--- src/rtl/gamma_replay_demux.sv ---
// gamma_replay_demux: captures the shared column's time-multiplexed output
// spikes into a per-network ping-pong frame store. Every gamma cycle it replays
// each network's last committed frame, slot-aligned, on its own output lane.
//
// Ports:
//   clk                    sole clock, all state on rising edge
//   rstb                   asynchronous active-low reset
//   grst                   gamma-cycle start strobe (marks slot 0)
//   muxed_output_spikes    column output for the active network, current slot
//   demuxed_output_spikes  replayed spikes, lane n at [n*Q +: Q], registered
//   net_valid              lane n holds a committed frame
//   active_net             network currently being captured
//   frame_err              one-cycle pulse on a frame-length violation
//
// Optional feature: define REPLAY_FRAME_CHECK_EN to detect overlong frames.
// An overlong frame enters OVERRUN and is discarded at the next grst. Without
// the macro, the slot counter wraps and capture overwrites from slot 0.
module gamma_replay_demux #(
  parameter int unsigned Q                  = 2,
  parameter int unsigned N_NET              = 2,
  parameter int unsigned GAMMA_CYCLE_LENGTH = 18
) (
  input  logic                      clk,
  input  logic                      rstb,
  input  logic                      grst,
  input  logic [Q-1:0]              muxed_output_spikes,
  output logic [N_NET*Q-1:0]        demuxed_output_spikes,
  output logic [N_NET-1:0]          net_valid,
  output logic [$clog2(N_NET)-1:0]  active_net,
  output logic                      frame_err
);

  localparam int unsigned L  = GAMMA_CYCLE_LENGTH;
  localparam int unsigned NW = $clog2(N_NET);
  localparam int unsigned SW = $clog2(L);

  typedef enum logic [1:0] {
    IDLE    = 2'd0,
    RUN     = 2'd1
`ifdef REPLAY_FRAME_CHECK_EN
    ,
    OVERRUN = 2'd2
`endif
  } state_t;

  state_t          state, state_d;
  logic [SW-1:0]   slot, slot_d;
  logic [NW-1:0]   net_d, next_net_c;
  logic            commit_c, open_c, wr_c;
  logic [N_NET*Q-1:0] demux_d;
  logic [N_NET-1:0]   rd_bank;
  logic [Q-1:0]    mem [N_NET][2][L];
`ifdef REPLAY_FRAME_CHECK_EN
  logic            err_c;
`endif

  // Round-robin successor of the active network.
  assign next_net_c = (active_net == NW'(N_NET - 1)) ? '0 : active_net + NW'(1);

  // State register.
  always_ff @(posedge clk or negedge rstb) begin
    if (!rstb) state <= IDLE;
    else       state <= state_d;
  end

  // Next state, capture control and replay lane selection.
  // slot_d is the slot of the current cycle (0 on grst).
  always_comb begin
    logic rb;
    logic vb;
    state_d  = state;
    slot_d   = slot;
    net_d    = active_net;
    commit_c = 1'b0;
    open_c   = 1'b0;
    wr_c     = 1'b0;
    demux_d  = '0;
    rb       = 1'b0;
    vb       = 1'b0;
`ifdef REPLAY_FRAME_CHECK_EN
    err_c    = 1'b0;
`endif
    case (state)
      IDLE: begin
        slot_d = '0;
        if (grst) begin
          state_d = RUN;
          open_c  = 1'b1;
          wr_c    = 1'b1;
          net_d   = '0;
        end
      end
      RUN: begin
        if (grst) begin
          commit_c = 1'b1;
          open_c   = 1'b1;
          wr_c     = 1'b1;
          slot_d   = '0;
          net_d    = next_net_c;
        end else if (slot == SW'(L - 1)) begin
`ifdef REPLAY_FRAME_CHECK_EN
          state_d = OVERRUN;
          err_c   = 1'b1;
`else
          wr_c   = 1'b1;
          slot_d = '0;
`endif
        end else begin
          wr_c   = 1'b1;
          slot_d = slot + SW'(1);
        end
      end
`ifdef REPLAY_FRAME_CHECK_EN
      OVERRUN: begin
        // The overlong frame is dropped: open the next one without a commit.
        if (grst) begin
          state_d = RUN;
          open_c  = 1'b1;
          wr_c    = 1'b1;
          slot_d  = '0;
          net_d   = next_net_c;
        end
      end
`endif
      default: state_d = IDLE;
    endcase

    // Replay reads the post-commit view so a new frame starts at slot 0
    // of the gamma cycle right after its capture.
    for (int n = 0; n < N_NET; n++) begin
      rb = rd_bank[n] ^ (commit_c && (active_net == NW'(n)));
      vb = net_valid[n] | (commit_c && (active_net == NW'(n)));
      if (state_d == RUN && vb) demux_d[n*Q +: Q] = mem[n][rb][slot_d];
    end
  end

  // Frame store, bank bookkeeping and registered outputs.
  always_ff @(posedge clk or negedge rstb) begin
    if (!rstb) begin
      slot                  <= '0;
      active_net            <= '0;
      rd_bank               <= '0;
      net_valid             <= '0;
      demuxed_output_spikes <= '0;
      for (int n = 0; n < N_NET; n++)
        for (int b = 0; b < 2; b++)
          for (int s = 0; s < L; s++)
            mem[n][b][s] <= '0;
    end else begin
      slot                  <= slot_d;
      active_net            <= net_d;
      demuxed_output_spikes <= demux_d;
      if (commit_c) begin
        rd_bank[active_net]   <= ~rd_bank[active_net];
        net_valid[active_net] <= 1'b1;
      end
      // Clear the new capture bank; the slot-0 write below overrides it.
      if (open_c)
        for (int s = 0; s < L; s++)
          mem[net_d][~rd_bank[net_d]][s] <= '0;
      if (wr_c)
        mem[net_d][~rd_bank[net_d]][slot_d] <= muxed_output_spikes;
    end
  end

`ifdef REPLAY_FRAME_CHECK_EN
  // Frame-length violation pulse.
  always_ff @(posedge clk or negedge rstb) begin
    if (!rstb) frame_err <= 1'b0;
    else       frame_err <= err_c;
  end
`else
  assign frame_err = 1'b0;
`endif

endmodule

--- config.mk ---
export PLATFORM = sky130hd
export DESIGN_NAME = gamma_replay_demux
export DESIGN_NICKNAME = d
export VERILOG_FILES = /design/src/rtl/gamma_replay_demux.sv
export SDC_FILE = /design/constraint.sdc
export NUM_CORES = 1
export LEC_CHECK = 0
export CORE_MARGIN = 2
export CORE_UTILIZATION = 57
export DETAILED_ROUTE_END_ITERATION = 6
export PLACE_DENSITY = 0.77
export SETUP_SLACK_MARGIN = 0.4
export SLEW_MARGIN = 20
export SYNTH_ARGS = -nofsm -noshare
export SYNTH_HDL_FRONTEND = slang
export SYNTH_SLANG_ARGS = --single-unit
--- constraint.sdc ---
create_clock -name clk -period 2.4 [get_ports clk]
set_input_delay 0.6 -clock clk [delete_from_list [all_inputs] [get_ports clk]]
set_output_delay 0.6 -clock clk [all_outputs]
set_load 0.05 [all_outputs]
==> results of run 1 <==
[cells in the mapped netlist, types with 3 or more instances]
cell type	instances
nand2_1	246
ha_1	3
a31oi_1	11
buf_2	11
dfrtp_1	160
o22ai_1	6
a32oi_1	13
a21oi_1	9
clkbuf_1	36
a222oi_1	3
mux2i_1	52
nor2b_1	3
buf_4	4
buf_6	3
nand3_1	109
nor2_4	4
inv_1	11
nor3_1	9
and3_1	9
or3_1	4
nor2_1	31
o21ai_0	130
nand4_1	3
[what timing repair did]
action,in CTS
endpoints found under the setup margin,155
cloned,9
setup buffers,73
gates resized for setup,376
hold buffers,0
hold endpoints to repair,0
pin swaps,116
[through the flow]
step | cells | hold slack, ns | cell area, um2 | utilization | setup WS (ns)
CTS | 1312 | 0.06111 | 12320 | 0.8875 | 0.03404
detailed placement | 1198 | 0.4876 | 9615 | 0.6927 | -0.9886
global placement | 1198 | 0.4780 | 9615 | 0.6927 | -0.9560
floorplan | 928 | 0.3044 | 8383 | - | 0.08492
[kinds of logic after synthesis]
kind of cell / after synthesis / share of synthesized area
AO/OA/AOI/OAI: 193 / 0.1416
adder cells (fa/ha/maj): 3 / 0.004627
AND/OR/NAND/NOR: 445 / 0.2518
XOR/XNOR: 3 / 0.004165
other: 1 / 0.0004622
multiplexers: 52 / 0.06416
flip-flops: 160 / 0.4935
buffers and inverters: 70 / 0.03964
==> impl_results.md, run 1 <==
* Cts bufs inserted at 17
* GR repair worst EP: demuxed_output_spikes[1]$_DFF_PN0_/D
* Port bufs at 11
* Number of synthesized flops with an enable pin at 0
* I/O pin count at 13
* Post-synth top area share at 0.4935
* Syn_area_per_cell at 8.752 um2
* Synth warn at 0
* Stop err: [ERROR DPL-0038] Utilization greater than 100%, impossible to legalize
* Clock Path Buffers at 2
* Post-Syn Instances at 927
* Die X at 123.3 um
* Sequential area share after synthesis at 0.4935
* Asr flop ratio synth at 1.000
* Placer Congestion at 0.9310
* Largest net degree at the start of global routing at 69
* HPWL after DPL at 15.74 mm
* Row count at 43
* CTS sink cnt at 160
* Initial core utilization at 0.5845
* Top cells by area, synth: dfrtp_1 49%, nand2_1 11%, o21ai_0 8.0%, nand3_1 6.7%, mux2i_1 6.4%
* Yosys reg bits at 160
* Synth cell types at 64
* Leading area contributor after synthesis: dfrtp_1
* Height of the die at 123.3 um
* H-tree levels at 4
* WEP type: register input
* Root buffer cell: clkbuf_16
* Exit stage: global routing (5_1_grt)
* Status: aborted with a tool error
* Primary FF master, synth: dfrtp_1
* Synthesized area at 0.008113 mm2
==> run 2: changes to the inputs <==
- CORE_UTILIZATION: 57 -> 40
- PLACE_DENSITY: 0.77 -> not set
- PLACE_DENSITY_LB_ADDON: not set -> 0.15
- SETUP_SLACK_MARGIN: 0.4 -> not set
- clock period: 2.4 -> 3.12 ns (I/O delays scaled with it)
==> run 2 against run 1 <==
The flow now finishes without violations. Synthesized cell count stayed put. Area after synthesis did not move.
==> impl_results.md, run 2 <==
* Row count at 52 (was 43)
* Hold_buf cts at 0 (unchanged)
* Worst path cell trace: clkdlybuf4s50_1, buf_4, or3b_1, buf_4, o31ai_2, buf_4, buf_4, a32oi_1, a31oi_1, a21oi_1, nor4bb_1
* Vias per Instance at 5.315
* Rel. slew slack at 0.5872
* Lkg Pwr at 0.004327 uW
* Max FFs per register at 144
* Achievable Freq at 332.9 MHz
* Highest-count cells in the layout ignoring fill and taps: 246 x nand2_1, 160 x dfrtp_1, 130 x o21ai_0, 109 x nand3_1, 104 x buf_4
* Sequential area share after synthesis at 0.4935 (unchanged)
* Final antenna-violating net count at 0
* Port bufs at 11 (unchanged)
* First-pass GRT wire length at 38.85 mm
* Max Cap Viol at 0
* HPWL after DPL at 16.64 mm (was 15.74 mm)
* Clk pin slew, worst setup/hold paths at 0.07 ns
* Post-synth top area share at 0.4935 (unchanged)
* Top cells by area, synth: dfrtp_1 49%, nand2_1 11%, o21ai_0 8.0%, nand3_1 6.7%, mux2i_1 6.4% (unchanged)
* Final hold violation count at 0
* Leading area contributor after synthesis: dfrtp_1 (unchanged)
* Vias in the first global route at 6786
* I/O pin count at 13 (unchanged)
* Critical path peak fanout at 6
* Routed WL per cell at 18.25 um
* CTS tree: yes
* Period utilization at 0.9627
* Number of synthesized flops with an enable pin at 0 (unchanged)
* Count leader, synth: nand2_1 (unchanged)
* Worst hold-check path type: input pin to async pin
* Worst Skew at 0.01010 ns
* Ratio of cells with drive above 1 in the final layout at 0.1794
* Syn_area_per_cell at 8.752 um2 (unchanged)
* Primary FF master, synth: dfrtp_1 (unchanged)
* Yosys reg bits at 160 (unchanged)
* Delay of the slowest critical-path stage at 0.46 ns
* Top cells by count, synth: 246 x nand2_1, 160 x dfrtp_1, 130 x o21ai_0, 109 x nand3_1, 52 x mux2i_1 (unchanged)
* All-Layer GR Usage at 0.2321
* Asr flop ratio synth at 1.000 (unchanged)
* Routed WL at 23.86 mm
* Arr. time, crit path at 3.30 ns
* Placed cell areas at 0.009437 mm2 (was 0.009615 mm2)
* CP startpoint: grst
* Final hold slack at 0.2410 ns
* CTS sink cnt at 160 (unchanged)
* Antenna violations before repair at 0
* Root buffer cell: clkbuf_16 (unchanged)
* # setup viols final at 0
* Most common cell after layout, fill and taps aside: nand2_1
* Area grow syn2layout at 23.18%
* DRC violations left at 0
* Filler Cell Count at 1982
* Worst vdd ir at 0.0002483 V
* Synth warn at 0 (unchanged)
* Synthesized area at 0.008113 mm2 (unchanged)
* Final worst path period need at 3.003 ns
* Crit end category: flop
* DIE AREA at 0.02144 mm2
* Pwr dens at 565.2 mW/mm2
* H-tree levels at 4 (unchanged)
* Placer Congestion at 0.8580 (was 0.9310)
* Die X at 146.4 um (was 123.3 um)
* Reg with most FFs: mem
* Cts bufs inserted at 17 (unchanged)
* Nets at 1032
* Crit Path Class: input pin to flop
* CP max stage cell: or3b_1
* Synth cell types at 64 (unchanged)
* Via Count at 6947
* Initial core utilization at 0.4048 (was 0.5845)
* Setup_tns at 0 ns
* Cell area after layout at 0.009993 mm2
* Post-Syn Instances at 927 (unchanged)
* Worst-Margin Slew at 0.6158 ns
* RR Startpoint: slot[1]
* Skew-Pair Late Insertion Delay at 0.43 ns
* Largest net degree at the start of global routing at 66
* Global route overflow at 0
* Post-CTS Setup Bufs at 0 (was 73)
* Height of the die at 146.4 um (was 123.3 um)
* Critical Path RT at 3.42 ns
* 1st-iter DRT viols at 582
* RSZ-0062 raised after global routing: false
* Worst setup slack after layout at 0.1165 ns
* Core ar. at 0.02004 mm2
* Placement Setup Slack at -0.4524 ns (was -0.9886 ns)
* Drt first pass iters at 5
* Diode count at 0
* CP startpoint kind: input pin
* Largest regs: mem: 144 flops, slot: 5 flops, demuxed_output_spikes: 4 flops
* Crit path top cell by count: buf_4
* Status: complete, no violations (was aborted with a tool error)
* Final count of pins violating max slew at 0
* Clock Path Buffers at 2 (unchanged)
## run 2: stage by stage
| stage | std cells | utilization | total power (uW) |
|---|---|---|---|
| 2_1_floorplan | 928 | - | 2999 |
| 3_3_place_gp | 1275 | 0.4709 | 3716 |
| 3_5_place_dp | 1275 | 0.4709 | 3709 |
| 4_1_cts | 1307 | 0.4984 | 5691 |
| 5_1_grt | 1307 | 0.4987 | 5892 |
| 6_report | 1307 | 0.4987 | 5649 |
## run 2: final cells by class
class                      count  area, um2  share of cell area
clock buffer                  19      442.9             0.04432
inverter                      15      63.81            0.006385
tap                          270      337.8             0.03380
clock inverter                13      103.9             0.01039
multi-input combinational    698       3809              0.3811
sequential                   160       4004              0.4007
timing repair buffer         132       1232              0.1233
## run 2: kinds of logic after synthesis
kind of cell | share of synthesized area
simple gates | 0.2518
compound gates | 0.1416
flops | 0.4935
buf+inv | 0.03964
mux | 0.06416
fa+ha+maj | 0.004627
xor+xnor | 0.004165
other cells | 0.0004622
## run 2: worst max-delay path: cells and delay by family
family          cells  cell delay [ns]
compound gates      4             0.74
buf+inv             5             1.16
simple gates        2             0.60
## run 2: per-layer routing
layer,part of all wire,global-route usage,vias up
met5,0,0,-
met4,0.016,0.06796,0
met3,0.043,0.02719,28
met2,0.43,0.3446,164
met1,0.51,0.3565,3336
li1,-,-,3419
## run 2: path summary, 6_finish.rpt
kind                                       endpoint  slack, ns  cells past startpoint
setup / recovery           demuxed_output_spikes[3]       0.12                     11
hold / removal                             mem[133]       0.24                      1
setup reg to reg           demuxed_output_spikes[3]       0.29                     11
hold reg to reg                        net_valid[1]       0.48                      1
max in group asynchronous                   mem[52]       2.17                      2
min in group clk                       net_valid[1]       0.48                      1
## run 2: power breakdown
group	leakage (uW)	total [uW]	internal (uW)	switching (uW)
combinational	0.00186	1420	597	821
sequential	0.00221	2260	2180	80.4
clock	0.000259	1970	1050	916
total	0.00433	5650	3830	1820
## run 2: repair_timing
item | CTS | global route
gates resized for setup | 1 | 2
setup endpoints to repair | 6 | 7
cloned | 0 | 0
(Power assumes the default switching activity.)
==> run 3: changes to the inputs <==
- ABC_CLOCK_PERIOD_IN_PS: not set -> 3120
==> results of run 3 <==
Final layout, timing and power as in run 2 (identical DEF).
